[src/rtl/register_file_access_controller_pkg.sv]
// Shared types and default widths for the register file access controller.
package rf_access_pkg;

  localparam int RF_ADDRESS_WIDTH = 5;
  localparam int RF_DATA_WIDTH    = 32;
  localparam int RF_WB_DEPTH      = 4;

  typedef logic [RF_ADDRESS_WIDTH-1:0] rf_address_t;
  typedef logic [RF_DATA_WIDTH-1:0]    rf_data_t;

  typedef struct packed {
    rf_address_t address;
    rf_data_t    data;
  } wb_entry_t;

  // Width of a counter that must hold every value from 0 to depth inclusive.
  function automatic int count_width(input int depth);
    return $clog2(depth + 1);
  endfunction

endpackage

[src/rtl/register_file_access_controller_if.sv]
// Processor-side and register-file-side bus of the access controller.
interface register_file_access_controller_if
  import rf_access_pkg::*;
#(
  parameter int ADDRESS_WIDTH = RF_ADDRESS_WIDTH,
  parameter int DATA_WIDTH    = RF_DATA_WIDTH,
  parameter int WB_DEPTH      = RF_WB_DEPTH
);

  localparam int COUNT_WIDTH = count_width(WB_DEPTH);

  logic                     wr_valid;
  logic                     wr_ready;
  logic [ADDRESS_WIDTH-1:0] wr_address;
  logic [DATA_WIDTH-1:0]    wr_data;
  logic                     rd_valid;
  logic [ADDRESS_WIDTH-1:0] rd_address;
  logic                     rsp_valid;
  logic [DATA_WIDTH-1:0]    rsp_data;
  logic                     drain_enable;
  logic                     rf_write_enable;
  logic [ADDRESS_WIDTH-1:0] rf_address_1;
  logic [DATA_WIDTH-1:0]    rf_write_data;
  logic [ADDRESS_WIDTH-1:0] rf_address_2;
  logic [DATA_WIDTH-1:0]    rf_read_data;
  logic [COUNT_WIDTH-1:0]   pending_count;

  // The processor plus the register file it sits next to.
  modport master (
    output wr_valid, wr_address, wr_data, rd_valid, rd_address,
           drain_enable, rf_read_data,
    input  wr_ready, rsp_valid, rsp_data, rf_write_enable, rf_address_1,
           rf_write_data, rf_address_2, pending_count
  );

  // The access controller itself.
  modport slave (
    input  wr_valid, wr_address, wr_data, rd_valid, rd_address,
           drain_enable, rf_read_data,
    output wr_ready, rsp_valid, rsp_data, rf_write_enable, rf_address_1,
           rf_write_data, rf_address_2, pending_count
  );

endinterface

[src/rtl/register_file_access_controller_writeback_fifo.sv]
// In-order writeback buffer with an age-ordered view of every entry.
module writeback_fifo
  import rf_access_pkg::*;
#(
  parameter int ADDRESS_WIDTH = RF_ADDRESS_WIDTH,
  parameter int DATA_WIDTH    = RF_DATA_WIDTH,
  parameter int WB_DEPTH      = RF_WB_DEPTH,
  localparam int COUNT_WIDTH  = count_width(WB_DEPTH),
  localparam int PTR_WIDTH    = $clog2(WB_DEPTH)
) (
  input  logic                                   clk,
  input  logic                                   reset_n,
  input  logic                                   push_valid_i,
  input  logic [ADDRESS_WIDTH-1:0]               push_address_i,
  input  logic [DATA_WIDTH-1:0]                  push_data_i,
  input  logic                                   pop_enable_i,
  output logic                                   push_ready_o,
  output logic                                   head_valid_o,
  output logic [ADDRESS_WIDTH-1:0]               head_address_o,
  output logic [DATA_WIDTH-1:0]                  head_data_o,
  output logic [COUNT_WIDTH-1:0]                 count_o,
  output logic [WB_DEPTH-1:0]                    view_valid_o,
  output logic [WB_DEPTH-1:0][ADDRESS_WIDTH-1:0] view_address_o,
  output logic [WB_DEPTH-1:0][DATA_WIDTH-1:0]    view_data_o
);

  localparam logic [COUNT_WIDTH-1:0] FULL_COUNT = COUNT_WIDTH'(WB_DEPTH);

  logic [WB_DEPTH-1:0][ADDRESS_WIDTH-1:0] address_q;
  logic [WB_DEPTH-1:0][DATA_WIDTH-1:0]    data_q;
  logic [PTR_WIDTH-1:0]                   head_q, head_d;
  logic [PTR_WIDTH-1:0]                   tail_q, tail_d;
  logic [COUNT_WIDTH-1:0]                 count_q, count_d;
  logic                                   push, pop;

  // Readiness looks at registered occupancy only, so a full buffer refuses
  // a write even in a cycle where its head is leaving.
  assign push_ready_o   = (count_q != FULL_COUNT);
  assign head_valid_o   = (count_q != '0);
  assign push           = push_valid_i && push_ready_o;
  assign pop            = pop_enable_i && head_valid_o;
  assign head_address_o = address_q[head_q];
  assign head_data_o    = data_q[head_q];
  assign count_o        = count_q;

  // Next pointers wrap naturally at the power-of-two depth; the count alone
  // separates empty from full.
  always_comb begin
    head_d  = pop  ? head_q + PTR_WIDTH'(1) : head_q;
    tail_d  = push ? tail_q + PTR_WIDTH'(1) : tail_q;
    count_d = count_q;
    case ({push, pop})
      2'b10:   count_d = count_q + COUNT_WIDTH'(1);
      2'b01:   count_d = count_q - COUNT_WIDTH'(1);
      default: count_d = count_q;
    endcase
  end

  // Pointer and occupancy state; reset discards everything buffered.
  always_ff @(posedge clk or negedge reset_n) begin
    if (!reset_n) begin
      head_q  <= '0;
      tail_q  <= '0;
      count_q <= '0;
    end else begin
      head_q  <= head_d;
      tail_q  <= tail_d;
      count_q <= count_d;
    end
  end

  // Entry storage needs no reset because occupancy decides what is live.
  always_ff @(posedge clk) begin
    if (push) begin
      address_q[tail_q] <= push_address_i;
      data_q[tail_q]    <= push_data_i;
    end
  end

  // Present entries oldest-first so slot k is the k-th oldest write.
  always_comb begin
    logic [PTR_WIDTH-1:0] idx;
    idx            = '0;
    view_valid_o   = '0;
    view_address_o = '0;
    view_data_o    = '0;
    for (int k = 0; k < WB_DEPTH; k++) begin
      idx               = head_q + PTR_WIDTH'(k);
      view_valid_o[k]   = (COUNT_WIDTH'(k) < count_q);
      view_address_o[k] = address_q[idx];
      view_data_o[k]    = data_q[idx];
    end
  end

endmodule

[src/rtl/register_file_access_controller.sv]
// Front end for data_register_file: buffered writeback plus forwarded reads.
module register_file_access_controller
  import rf_access_pkg::*;
#(
  parameter int ADDRESS_WIDTH = RF_ADDRESS_WIDTH,
  parameter int DATA_WIDTH    = RF_DATA_WIDTH,
  parameter int WB_DEPTH      = RF_WB_DEPTH,
  localparam int COUNT_WIDTH  = count_width(WB_DEPTH)
) (
  input logic                              clk,
  input logic                              reset_n,
  register_file_access_controller_if.slave bus
);

  logic                                   head_valid;
  logic [ADDRESS_WIDTH-1:0]               head_address;
  logic [DATA_WIDTH-1:0]                  head_data;
  logic [COUNT_WIDTH-1:0]                 count;
  logic                                   push_ready;
  logic [WB_DEPTH-1:0]                    view_valid;
  logic [WB_DEPTH-1:0][ADDRESS_WIDTH-1:0] view_address;
  logic [WB_DEPTH-1:0][DATA_WIDTH-1:0]    view_data;
  logic                                   rsp_valid_q;
  logic [DATA_WIDTH-1:0]                  rsp_data_q, rsp_data_d;

  writeback_fifo #(
    .ADDRESS_WIDTH(ADDRESS_WIDTH),
    .DATA_WIDTH   (DATA_WIDTH),
    .WB_DEPTH     (WB_DEPTH)
  ) u_fifo (
    .clk           (clk),
    .reset_n       (reset_n),
    .push_valid_i  (bus.wr_valid),
    .push_address_i(bus.wr_address),
    .push_data_i   (bus.wr_data),
    .pop_enable_i  (bus.drain_enable),
    .push_ready_o  (push_ready),
    .head_valid_o  (head_valid),
    .head_address_o(head_address),
    .head_data_o   (head_data),
    .count_o       (count),
    .view_valid_o  (view_valid),
    .view_address_o(view_address),
    .view_data_o   (view_data)
  );

  assign bus.wr_ready        = push_ready;
  assign bus.rf_write_enable = bus.drain_enable && head_valid;
  assign bus.rf_address_1    = head_address;
  assign bus.rf_write_data   = head_data;
  assign bus.rf_address_2    = bus.rd_address;
  assign bus.pending_count   = count;
  assign bus.rsp_valid       = rsp_valid_q;
  assign bus.rsp_data        = rsp_data_q;

  // Youngest buffered write to the read address wins over the register file;
  // a write arriving this same cycle is not yet buffered and is not seen.
  always_comb begin
    rsp_data_d = bus.rf_read_data;
    for (int k = 0; k < WB_DEPTH; k++) begin
      if (view_valid[k] && (view_address[k] == bus.rd_address)) begin
        rsp_data_d = view_data[k];
      end
    end
  end

  // Response register: one-cycle valid pulse, data held until the next read.
  always_ff @(posedge clk or negedge reset_n) begin
    if (!reset_n) begin
      rsp_valid_q <= 1'b0;
      rsp_data_q  <= '0;
    end else begin
      rsp_valid_q <= bus.rd_valid;
      if (bus.rd_valid) begin
        rsp_data_q <= rsp_data_d;
      end
    end
  end

endmodule

[src/flat_wrapper.sv]
// flat-port wrapper written by rule: the top's interface ports become plain ports
module register_file_access_controller_flat import rf_access_pkg::*;
#(
  parameter int ADDRESS_WIDTH = RF_ADDRESS_WIDTH,
  parameter int DATA_WIDTH    = RF_DATA_WIDTH,
  parameter int WB_DEPTH      = RF_WB_DEPTH,
  localparam int COUNT_WIDTH  = count_width(WB_DEPTH)
)
  (clk, reset_n, bus_wr_valid, bus_wr_address, bus_wr_data, bus_rd_valid, bus_rd_address, bus_drain_enable, bus_rf_read_data, bus_wr_ready, bus_rsp_valid, bus_rsp_data, bus_rf_write_enable, bus_rf_address_1, bus_rf_write_data, bus_rf_address_2, bus_pending_count);
  register_file_access_controller_if #(.ADDRESS_WIDTH(ADDRESS_WIDTH), .DATA_WIDTH(DATA_WIDTH), .WB_DEPTH(WB_DEPTH)) bus_i ();
  input logic clk;
  input logic reset_n;
  input wire logic [$bits(bus_i.wr_valid)-1:0] bus_wr_valid;
  input wire logic [$bits(bus_i.wr_address)-1:0] bus_wr_address;
  input wire logic [$bits(bus_i.wr_data)-1:0] bus_wr_data;
  input wire logic [$bits(bus_i.rd_valid)-1:0] bus_rd_valid;
  input wire logic [$bits(bus_i.rd_address)-1:0] bus_rd_address;
  input wire logic [$bits(bus_i.drain_enable)-1:0] bus_drain_enable;
  input wire logic [$bits(bus_i.rf_read_data)-1:0] bus_rf_read_data;
  output wire logic [$bits(bus_i.wr_ready)-1:0] bus_wr_ready;
  output wire logic [$bits(bus_i.rsp_valid)-1:0] bus_rsp_valid;
  output wire logic [$bits(bus_i.rsp_data)-1:0] bus_rsp_data;
  output wire logic [$bits(bus_i.rf_write_enable)-1:0] bus_rf_write_enable;
  output wire logic [$bits(bus_i.rf_address_1)-1:0] bus_rf_address_1;
  output wire logic [$bits(bus_i.rf_write_data)-1:0] bus_rf_write_data;
  output wire logic [$bits(bus_i.rf_address_2)-1:0] bus_rf_address_2;
  output wire logic [$bits(bus_i.pending_count)-1:0] bus_pending_count;
  assign bus_i.wr_valid = bus_wr_valid;
  assign bus_i.wr_address = bus_wr_address;
  assign bus_i.wr_data = bus_wr_data;
  assign bus_i.rd_valid = bus_rd_valid;
  assign bus_i.rd_address = bus_rd_address;
  assign bus_i.drain_enable = bus_drain_enable;
  assign bus_i.rf_read_data = bus_rf_read_data;
  assign bus_wr_ready = bus_i.wr_ready;
  assign bus_rsp_valid = bus_i.rsp_valid;
  assign bus_rsp_data = bus_i.rsp_data;
  assign bus_rf_write_enable = bus_i.rf_write_enable;
  assign bus_rf_address_1 = bus_i.rf_address_1;
  assign bus_rf_write_data = bus_i.rf_write_data;
  assign bus_rf_address_2 = bus_i.rf_address_2;
  assign bus_pending_count = bus_i.pending_count;
  register_file_access_controller #(.ADDRESS_WIDTH(ADDRESS_WIDTH), .DATA_WIDTH(DATA_WIDTH), .WB_DEPTH(WB_DEPTH)) u_core (.clk(clk), .reset_n(reset_n), .bus(bus_i));
endmodule
[config.mk]
export PLATFORM = sky130hd
export DESIGN_NAME = register_file_access_controller_flat
export DESIGN_NICKNAME = d
export VERILOG_FILES = /design/src/rtl/register_file_access_controller_pkg.sv /design/src/rtl/register_file_access_controller_if.sv /design/src/rtl/register_file_access_controller_writeback_fifo.sv /design/src/rtl/register_file_access_controller.sv /design/src/flat_wrapper.sv
export SDC_FILE = /design/constraint.sdc
export NUM_CORES = 1
export LEC_CHECK = 0
export CAP_MARGIN = 0
export CORE_ASPECT_RATIO = 0.7
export CORE_UTILIZATION = 40
export DETAILED_ROUTE_END_ITERATION = 10
export GPL_ROUTABILITY_DRIVEN = 1
export PLACE_DENSITY = 0.68
export SLEW_MARGIN = 25
export SYNTH_ARGS = -nofsm -noshare
export SYNTH_HDL_FRONTEND = slang
export SYNTH_SLANG_ARGS = --single-unit
[constraint.sdc]
create_clock -name clk -period 3.6 [get_ports clk]
set_input_delay 0.36 -clock clk [delete_from_list [all_inputs] [get_ports clk]]
set_output_delay 0.36 -clock clk [all_outputs]
set_load 0.05 [all_outputs]
==> run summary <==
In the synthesized netlist the dominant register cell turns out to be edfxtp_1. The placement row count is 51. The average wire per standard cell is between 20 and 25 um. The global-route total usage across every layer is a little over a fifth. The largest vdd supply drop came out at about 0.57 mV.

The clock-pin slew of the registers on the worst-case setup and hold paths is around 0.070 ns. The number of maximum-capacitance constraint violations is 0. The run finished, with violations left. The final worst slack is about 0.19 ns. The fill cell instance count of the final layout is 2,379.

The clock root buffer master is clkbuf_16. Ranked by total cell area, the synthesized netlist is headed by edfxtp_1 (38%), mux4_2 (25%), dfrtp_1 (8.7%). The number of nets handed over by synthesis was approximately 910. The sum of internal, switching and leakage power is about 0.013 W. The sum of negative setup slack is 0 ns. The final design instance area without fill came out at about 14,000 um^2. The startpoint type of the worst setup path is a flip-flop. The cell count after synthesis is ~820. The proportion of synthesized flip-flops having asynchronous set or reset came out at 21.28%.

The maximum level of the CTS H-tree came out at 4. In this run the static leakage power is approximately 4.8 nW. Entering global routing, the biggest net connects 98 pins. The hold violation count in the final report is 1. The top-area cell type share of the netlist area is roughly 38%. The worst setup path is captured at a primary output. The number of library cell types mapped by synthesis came out at 42. Measured against its own limit, the worst slew margin works out to 33.66%.

The routed design could run at a clock period as short as ~3.4 ns. The count of boundary I/O pins is 159. The mean post-synth cell area came out at ~14 um^2.

The clock buffer count from CTS came out at 17. The area added between synthesis and finish came out at 21.48%. The number of setup buffers added after CTS is 0. Yosys printed 0 warnings.

The CTS tree is done. The cell taking the most area after synthesis is edfxtp_1. The post-route fraction of the period consumed by the critical path is approximately 95%.

The detailed router finished its first iteration with just under 800 violations. Dividing total power by cell area gives a power density of a little over 900 nW/um^2. Summing the sequential cell areas from Yosys gives 47.07% of the chip area. The final weighted congestion in routability-driven placement came out at 0.7522. The required time at the endpoint of the critical path is approximately 3.2 ns. The count of TritonRoute iterations in the first routing pass came out at 5. The via density per instance is a little over 6. In this run the cell area measured after placement is roughly 13,000 um^2. The global-route wire length before repair came out at around 48,000 um. The number of global-route vias before repair came out at around 8,100.

The share of post-route cells with drive strength above 1 came out at between 20% and 30%. For this run, the post-layout net count is 1,023. The initial core utilization came out at roughly 41%.

The total grt overflow is 0. The mapped cell area came out at 11,570 um^2. Leaving out fill and tap cells, the most frequent cell in the layout is clkdlybuf4s50_1.

The worst hold path belongs to the class in2async. After clock tree synthesis, the flow added hold-fix buffers numbering 0. The number of setup violations in the final report is 0. The checks that failed: hold timing. The total half-perimeter wirelength after legalization and detailed placement is between 20,000 and 25,000 um. The largest driver fanout on the critical path is between 40 and 50. In this run, post-CTS repair resized a total of 0 instances. By startpoint and endpoint, the worst setup path is classified as reg2out.

The number of antenna violations at the first check in global routing is 1. The maximum clock path buffer count is 2. The die width is just over 200 um. The total of buffers placed on input and output ports is 158. At the worst endpoint, the arrival time is ~3 ns. The final hold slack came out at -0.0003237 ns. The vertical extent of the die is between 100 and 150 um. The count of state elements after synthesis is approximately 190. The count of final max-slew check failures came out at 0.

For this run, design rule violations remaining after detail routing come to 0. For this run, the top clock speed supported by timing is approximately 290 MHz. The clock drives ~190 sinks. The later pin in the worst-skew pair is clocked with a latency of 0.44 ns. The slew at the pin closest to its max-slew limit is ~1.0 ns. The count of flip-flops with a built-in enable after synthesis came out at 148. Summed over all layers, the routed wires come to ~31,000 um. In this run the standard cell core region covers 28,140 um^2.

The count of vias placed by the detailed router is just over 8,000. The clock skew came out at 0.01059 ns. The setup slack after placement came out at about 0.53 ns. Setup repair after global routing left no endpoint under its margin. The library cells used most frequently in the layout, excluding fill and tap cells, are clkdlybuf4s50_1 (156), edfxtp_1 (148), mux4_2 (128), dfrtp_1 (38). The number of nets with antenna violations after detailed routing came out at 0.

The die footprint is approximately 30,000 um^2.
cells by family (layout without fill, tap and decap cells):
family | Yosys count | after routing | synth area share (%)
and+or+nand+nor | 137 | 137 | 6.988
AOI/OAI and AO/OA | 186 | 186 | 10.73
buffers and inverters | 125 | 250 | 4.997
other | 0 | 1 | 0
DFF | 188 | 188 | 47.07
muxes | 154 | 154 | 27.42
xor gates and xnor gates | 24 | 24 | 1.817
adders and majority gates | 9 | 9 | 0.9735
report_power, final:
part           internal, W  switching (W)  total, W  leakage [nW]
Sequential         0.00293       0.000529   0.00346          1.80
Combinational      0.00324        0.00449   0.00773          2.70
Clock              0.00109       0.000835   0.00193         0.285
Total              0.00726        0.00585    0.0131          4.79
per-layer routing:
metal,up-vias,global-route usage [%],part of all wire [%]
met5,-,0,0
met4,0,4.951,1.1
met3,33,5.904,9.7
met2,427,32.57,45
met1,4165,32.26,44
li1,3607,-,-
cell usage after synthesis, drive strengths merged, types with 2 or more instances:
cell and number:
edfxtp 148, mux4 129, buf 47, clkbuf 42
dfrtp 40, and3 37, a21oi 36, inv 36
a21boi 33, nand4 33, a31oi 32, o311ai 32
o22ai 30, nand2b 28, xnor2 20, nand2 19
mux2i 15, o21ai 15, mux2 10, ha 9
nor2 9, nor3 5, xor2 4, a31o 3
a221oi 2, or2 2
stage by stage:
step                instances  utilization (%)
global placement         1287            47.81
CTS                      1319            49.93
global route             1319            49.93
finish                   1320            49.94
floorplan                 823                -
detailed placement       1287            47.81
area by class of cell:
cell class | instances | area, um^2 | share of cell area [%]
diodes | 1 | 2.502 | 0.01781
clock buffers | 17 | 425.4 | 3.027
clock inverters | 15 | 170.2 | 1.211
inverters | 36 | 135.1 | 0.9616
multi-input cells | 510 | 5585 | 39.75
flip-flops and latches | 188 | 5453 | 38.80
well taps | 371 | 464.2 | 3.303
repair buffers | 182 | 1817 | 12.93
critical path, stage by stage, from the launching register on:
cell             delay, ns
dfrtp_4               0.66
buf_4                 0.56
mux4_2                0.65
clkdlybuf4s50_1       0.74
registers in the layout, indices dropped and copies added (netlist names):
register                 count
u_core.bus.rsp_valid         1
u_core.bus.rsp_data         32
u_core.u_fifo.tail_q         2
u_core.u_fifo.address_q     20
u_core.u_fifo.head_q         2
u_core.u_fifo.data_q       128
u_core.u_fifo.count_o        3
path summary, 6_finish.rpt:
check                                                to  slack, ns  cells past startpoint                    start
worst max-delay path               bus_rf_write_data[0]       0.19                      3  u_core.u_fifo.head_q[0]
worst min-delay path            u_core.bus.rsp_data[24]    -0.0003                      1                  reset_n
worst max register to register  u_core.bus.rsp_data[26]       0.51                      7  u_core.u_fifo.head_q[0]
worst min register to register  u_core.bus.rsp_data[25]       0.59                      2  u_core.bus.rsp_data[25]
max in group asynchronous       u_core.u_fifo.head_q[1]       2.80                      2                  reset_n
min in group clk                   u_core.bus.rsp_valid       0.51                      1             bus_rd_valid
(Power assumes the default switching activity.)
